--- src/rtl/cam_ctrl.sv ---
// rtl/cam_ctrl.sv - CAM line allocator and round-robin lookup scheduler.
// Destructive lookups (pop) exist only when CAM_CTRL_POP_EN is defined.
module cam_ctrl #(
  parameter  int CAM_DW = 32,
  parameter  int CAM_MW = 3,
  parameter  int CAM_AW = 8,
  parameter  int NREQ   = 2,
  localparam int DEPTH  = 1 << CAM_AW,
  localparam int IDW    = (NREQ > 1) ? $clog2(NREQ) : 1
) (
  input  logic                   clk,
  input  logic                   rst,
  input  logic                   wr_valid,
  output logic                   wr_ready,
  input  logic [CAM_DW-1:0]      wr_data,
  input  logic [NREQ-1:0]        lk_req,
  input  logic [NREQ*CAM_MW-1:0] lk_mask,
  input  logic [NREQ*CAM_MW-1:0] lk_strb,
  input  logic [NREQ-1:0]        lk_pop,
  output logic [NREQ-1:0]        lk_gnt,
  output logic                   rsp_valid,
  input  logic                   rsp_ready,
  output logic [IDW-1:0]         rsp_id,
  output logic                   rsp_hit,
  output logic [CAM_DW-1:0]      rsp_data,
  output logic [CAM_AW-1:0]      rsp_addr,
  output logic [CAM_DW-1:0]      cam_data_in,
  output logic [CAM_AW-1:0]      cam_addr_in,
  output logic                   cam_input_valid,
  output logic [CAM_MW-1:0]      cam_mask_in,
  output logic [CAM_MW-1:0]      cam_mask_strb,
  output logic                   cam_mask_en,
  output logic                   cam_data_valid,
  input  logic [CAM_DW-1:0]      cam_data_out,
  input  logic [CAM_AW-1:0]      cam_addr_out,
  input  logic                   cam_hit,
  output logic                   full,
  output logic                   empty,
  output logic [CAM_AW:0]        count
);

  typedef enum logic [1:0] {S_IDLE, S_LOOKUP, S_RESP} state_t;

  state_t            r_state;
  state_t            w_state_nxt;
  logic [IDW-1:0]    r_idx;
  logic [IDW-1:0]    r_rr_ptr;
  logic [IDW-1:0]    w_winner;
  logic [IDW-1:0]    w_j;
  logic              w_any_req;
  logic [DEPTH-1:0]  r_shadow;
  logic [CAM_AW:0]   r_count;
  logic [CAM_AW-1:0] w_free_addr;
  logic              w_wr_acc;
  logic              w_pop;

  assign count    = r_count;
  assign full     = (r_count == (CAM_AW+1)'(DEPTH));
  assign empty    = (r_count == '0);
  assign wr_ready = !full;

  assign w_wr_acc        = wr_valid && wr_ready && !rst;
  assign cam_input_valid = w_wr_acc;
  assign cam_data_in     = w_wr_acc ? wr_data : '0;
  assign cam_addr_in     = w_wr_acc ? w_free_addr : '0;
  assign rsp_valid       = (r_state == S_RESP);

  // Lowest free line wins: scan downward so the last assignment is the smallest index.
  always_comb begin
    w_free_addr = '0;
    for (int i = DEPTH - 1; i >= 0; i--) begin
      if (!r_shadow[i]) w_free_addr = CAM_AW'(i);
    end
  end

  always_comb begin
    w_any_req = 1'b0;
    w_winner  = '0;
    w_j       = '0;
    for (int k = NREQ - 1; k >= 0; k--) begin
      w_j = IDW'((int'(r_rr_ptr) + k) % NREQ);
      if (lk_req[w_j]) begin
        w_any_req = 1'b1;
        w_winner  = w_j;
      end
    end
  end

`ifdef CAM_CTRL_POP_EN
  assign w_pop = (r_state == S_LOOKUP) && cam_hit && lk_pop[r_idx];
`else
  logic w_unused_pop;
  assign w_unused_pop = ^lk_pop;
  assign w_pop        = 1'b0;
`endif
  assign cam_data_valid = w_pop;

  always_ff @(posedge clk) begin
    if (rst) r_state <= S_IDLE;
    else     r_state <= w_state_nxt;
  end

  always_comb begin
    w_state_nxt   = r_state;
    lk_gnt        = '0;
    cam_mask_en   = 1'b0;
    cam_mask_in   = '0;
    cam_mask_strb = '0;
    case (r_state)
      S_IDLE: begin
        if (w_any_req) w_state_nxt = S_LOOKUP;
      end
      S_LOOKUP: begin
        lk_gnt[r_idx] = 1'b1;
        cam_mask_en   = 1'b1;
        for (int i = 0; i < NREQ; i++) begin
          if (IDW'(i) == r_idx) begin
            cam_mask_in   = lk_mask[i*CAM_MW +: CAM_MW];
            cam_mask_strb = lk_strb[i*CAM_MW +: CAM_MW];
          end
        end
        w_state_nxt = S_RESP;
      end
      S_RESP: begin
        if (rsp_ready) w_state_nxt = S_IDLE;
      end
      default: w_state_nxt = S_IDLE;
    endcase
  end

  always_ff @(posedge clk) begin
    if (rst) begin
      r_idx    <= '0;
      r_rr_ptr <= '0;
      rsp_id   <= '0;
      rsp_hit  <= 1'b0;
      rsp_data <= '0;
      rsp_addr <= '0;
      r_shadow <= '0;
      r_count  <= '0;
    end else begin
      if (r_state == S_IDLE && w_any_req) begin
        r_idx    <= w_winner;
        r_rr_ptr <= (w_winner == IDW'(NREQ - 1)) ? '0 : w_winner + IDW'(1);
      end
      if (r_state == S_LOOKUP) begin
        rsp_id   <= r_idx;
        rsp_hit  <= cam_hit;
        rsp_data <= cam_hit ? cam_data_out : '0;
        rsp_addr <= cam_hit ? cam_addr_out : '0;
      end
      // Pop targets an occupied line and a write a free one, so both may update together.
      if (w_pop)    r_shadow[cam_addr_out] <= 1'b0;
      if (w_wr_acc) r_shadow[w_free_addr]  <= 1'b1;
      case ({w_wr_acc, w_pop})
        2'b10:   r_count <= r_count + (CAM_AW+1)'(1);
        2'b01:   r_count <= r_count - (CAM_AW+1)'(1);
        default: r_count <= r_count;
      endcase
    end
  end

endmodule

--- config.mk ---
export PLATFORM = sky130hd
export DESIGN_NAME = cam_ctrl
export DESIGN_NICKNAME = d
export VERILOG_FILES = /design/src/rtl/cam_ctrl.sv
export SDC_FILE = /design/constraint.sdc
export NUM_CORES = 1
export LEC_CHECK = 0
export BUFFER_PORTS_ARGS = -buffer_cell sky130_fd_sc_hd__buf_4
export CAP_MARGIN = 20
export CORE_MARGIN = 4
export CORE_UTILIZATION = 40
export CTS_CLUSTER_SIZE = 30
export DETAILED_ROUTE_END_ITERATION = 10
export GPL_ROUTABILITY_DRIVEN = 0
export PLACE_DENSITY = 0.62
export SLEW_MARGIN = 15
export SYNTH_ARGS = -nofsm -noshare
export SYNTH_HDL_FRONTEND = slang
export SYNTH_SLANG_ARGS = --single-unit
--- constraint.sdc ---
create_clock -name clk -period 3.8 [get_ports clk]
set_clock_uncertainty 0.15 [all_clocks]
set_input_delay 0.38 -clock clk [delete_from_list [all_inputs] [get_ports clk]]
set_output_delay 0.38 -clock clk [all_outputs]
set_load 0.03 [all_outputs]
==> results.cfg <==
[status]
status = complete, no violations

[yosys]
synth_top_area_share_pct = 43.31
synthArstFlopShare_pct = 0
syn_nets = 1876
synthFlopType = dfxtp_1
yosysTopAreaCell = dfxtp_1
ys_types = 69
synth_edf_count = 0
syn_avg_cell_area_sq_um = 8.071
synthMuxAreaShare_pct = 0.4875
synth_top_family_by_area = compound AO/OA/AOI/OAI gates
synth_simple_gate_area_share_pct = 20.80
ys_warn_count = 0
synth_adder_area_share_pct = 0.1741
seq_area_frac_synth_pct = 43.31
synthXorXnorAreaFrac_pct = 0.3047
syn_area_sq_mm = 0.01437
synth_compound_area_share_pct = 25.72
yosys-top-cells-area = dfxtp_1 43%, o22ai_1 7.6%, inv_1 6.3%
ys_ff_latch = 311
postSynthCellCount = 1781

[pwr]
power_uw = 7513
p_leak_uw = 0.005916
p_per_area_mw_per_mm2 = 409.4
vdd_drop_max_mv = 0.2497

[critical_path]
crit_type = reg2out
critPathCaptureType = primary output
path_max_fanout = 6
cp.required_ns = 3.27
worstPathArrival_ns = 3.26
start_kind = register

[sta]
rsz0062_at_grt = yes
drv_slew = 0
period_share_pct = 99.76
final_hold_viol_count = 0
setup_violations = 0
fin_crit_ns = 3.791
worstMarginPinSlew_ns = 0.8514
whs_ns = 0.008307
slew_headroom_pct = 43.24
clock.fmax_mhz = 263.8

[clock_tree]
cts_htree_levels = 2
cts_sinks = 311
cts_tree = yes
clkLatencyLatePin_ns = 0.53
cts_buffer_depth = 3
cts_made_buffers = 36
path_clk_slew_ns = 0.06
cts-root-buf = clkbuf_16

[hold_path]
hold_path.class = in2reg

[detailed_routing]
drc = 0
first_pass_iters = 6
via_per_inst = 6.025
ant_nets = 0
wirelength_mm = 52.82
vias = 15152
drt-initial-drc-count = 1608
wire_per_inst_um = 21.00

[floorplanning]
coreArea_sq_mm = 0.03548
core.rowCount = 69
die-area_sq_mm = 0.03903
die_w_um = 197.6
ios = 199
dieHeight_um = 197.6
initial_core_util_pct = 40.51

[final_layout]
syn_to_final_growth_pct = 27.66
drive_gt1_share_pct = 17.77
n_antenna_cell = 0
fin_nets = 2124
fillers = 3349
final_common_cell = dfxtp_1
layout.cells.non_filler = 2515
final_cell_mix = 311 x dfxtp_1, 264 x buf_4, 242 x inv_1

[global_routing]
grt_pass1_wl_mm = 80.55
grt_pass1_vias = 14547
grt_max_degree = 172
grt_util_all_layers_pct = 25.60
antenna_found_initial = 0
grt-ovfl-total = 0

[place]
io_buffers = 195
placed_cells = 2416
dp_hpwl_mm = 37.77

[run]
drv_cap = 0
-- layer usage --
layer	vias to the layer above	global-route usage, %	share of wire, %
met3	131	4.946	8.2
met5	-	0	0
met1	7236	34.31	42
li1	7077	-	-
met4	0	9.564	3.8
met2	708	41.16	46
-- power by group --
part	switching, uW	leakage (uW)	internal [uW]	total, uW
clock network	1410	0.000619	2290	3700
registers	19.0	0.00251	3290	3300
logic	309	0.00279	203	511
-- sequential cells by signal, summed over array words and instances (netlist names) --
name / flops
rsp_hit: 1
count: 9
rsp_id: 1
r_rr_ptr: 1
r_idx: 1
rsp_data: 32
rsp_addr: 8
r_state: 2
r_shadow: 256
-- final timing paths --
kind | cells past startpoint | start | to | slack, ns
worst max-delay path | 8 | r_shadow[90] | cam_addr_in[7] | 0.009
worst min-delay path | 3 | cam_addr_out[1] | rsp_addr[1] | 0.008
worst max register to register | 10 | r_shadow[93] | r_shadow[116] | 0.19
worst min register to register | 2 | rsp_data[31] | rsp_data[31] | 0.30
-- worst max-delay path, stage by stage (launching register included) --
cell and delay, ns:
dfxtp_1 0.46, nand4_1 0.25, nor4_1 0.62, nand2_1 0.25
nor4_2 0.37, buf_4 0.20, nand2b_1 0.10, nor2_1 0.26
buf_4 0.22
-- final cells by class --
type	count	area, sq um	area share (%)
repair buffers	305	2437	13.28
clock inverters	16	244.0	1.330
multi-input cells	1131	6937	37.80
clock buffers	47	1013	5.523
inverters	244	915.9	4.991
flip-flops and latches	311	6226	33.93
well taps	461	576.8	3.143
-- cells by family (layout without fill, tap and decap cells) --
logic type | Yosys count | count (layout)
and+or+nand+nor | 575 | 575
AOI/OAI and AO/OA | 541 | 541
buffers and inverters | 339 | 612
DFF | 311 | 311
muxes | 7 | 7
xor gates and xnor gates | 5 | 5
adders and majority gates | 2 | 2
other | 1 | 1
-- Yosys cell counts (all sizes together), types with 3 or more instances --
cell,instances
dfxtp,311
inv,242
o22ai,178
nand2,140
nand4,104
a21oi,86
nand3,86
clkbuf,75
nor2,68
o21ai,58
o32ai,57
and2,39
nand2b,34
nor4,30
o31ai,25
buf,20
nor3,20
a2111oi,17
o211ai,17
a31oi,16
nor2b,14
o2111ai,13
or3,13
a211oi,11
a311oi,10
and4,9
and3,8
mux2i,7
a2111o,6
a211o,6
o311ai,5
or2,5
a21o,4
a41oi,4
xor2,4
a21boi,3
a221oi,3
o21bai,3
or4,3
-- metrics by stage --
stage          setup TNS [ns]  utilization (%)  worst slack [ns]  cell area (sq um)
4_1_cts                     0            51.54           0.02119              18290
3_3_place_gp          -0.4205            46.92          -0.06026              16650
3_5_place_dp          -0.7174            46.92          -0.08878              16650
5_1_grt               -0.1701            51.72          -0.09117              18350
6_report                    0            51.72          0.009165              18350
2_1_floorplan               0                -            0.3893              14370
-- repair_timing --
action	4_1_cts	5_1_grt
hold buffers	36	0
setup endpoints to repair	21	40
buffers inserted	0	0
gates resized for setup	6	16
pin swaps	0	3
endpoints found under the hold margin	37	0
No activity file was read; power rests on OpenSTA's default activity.
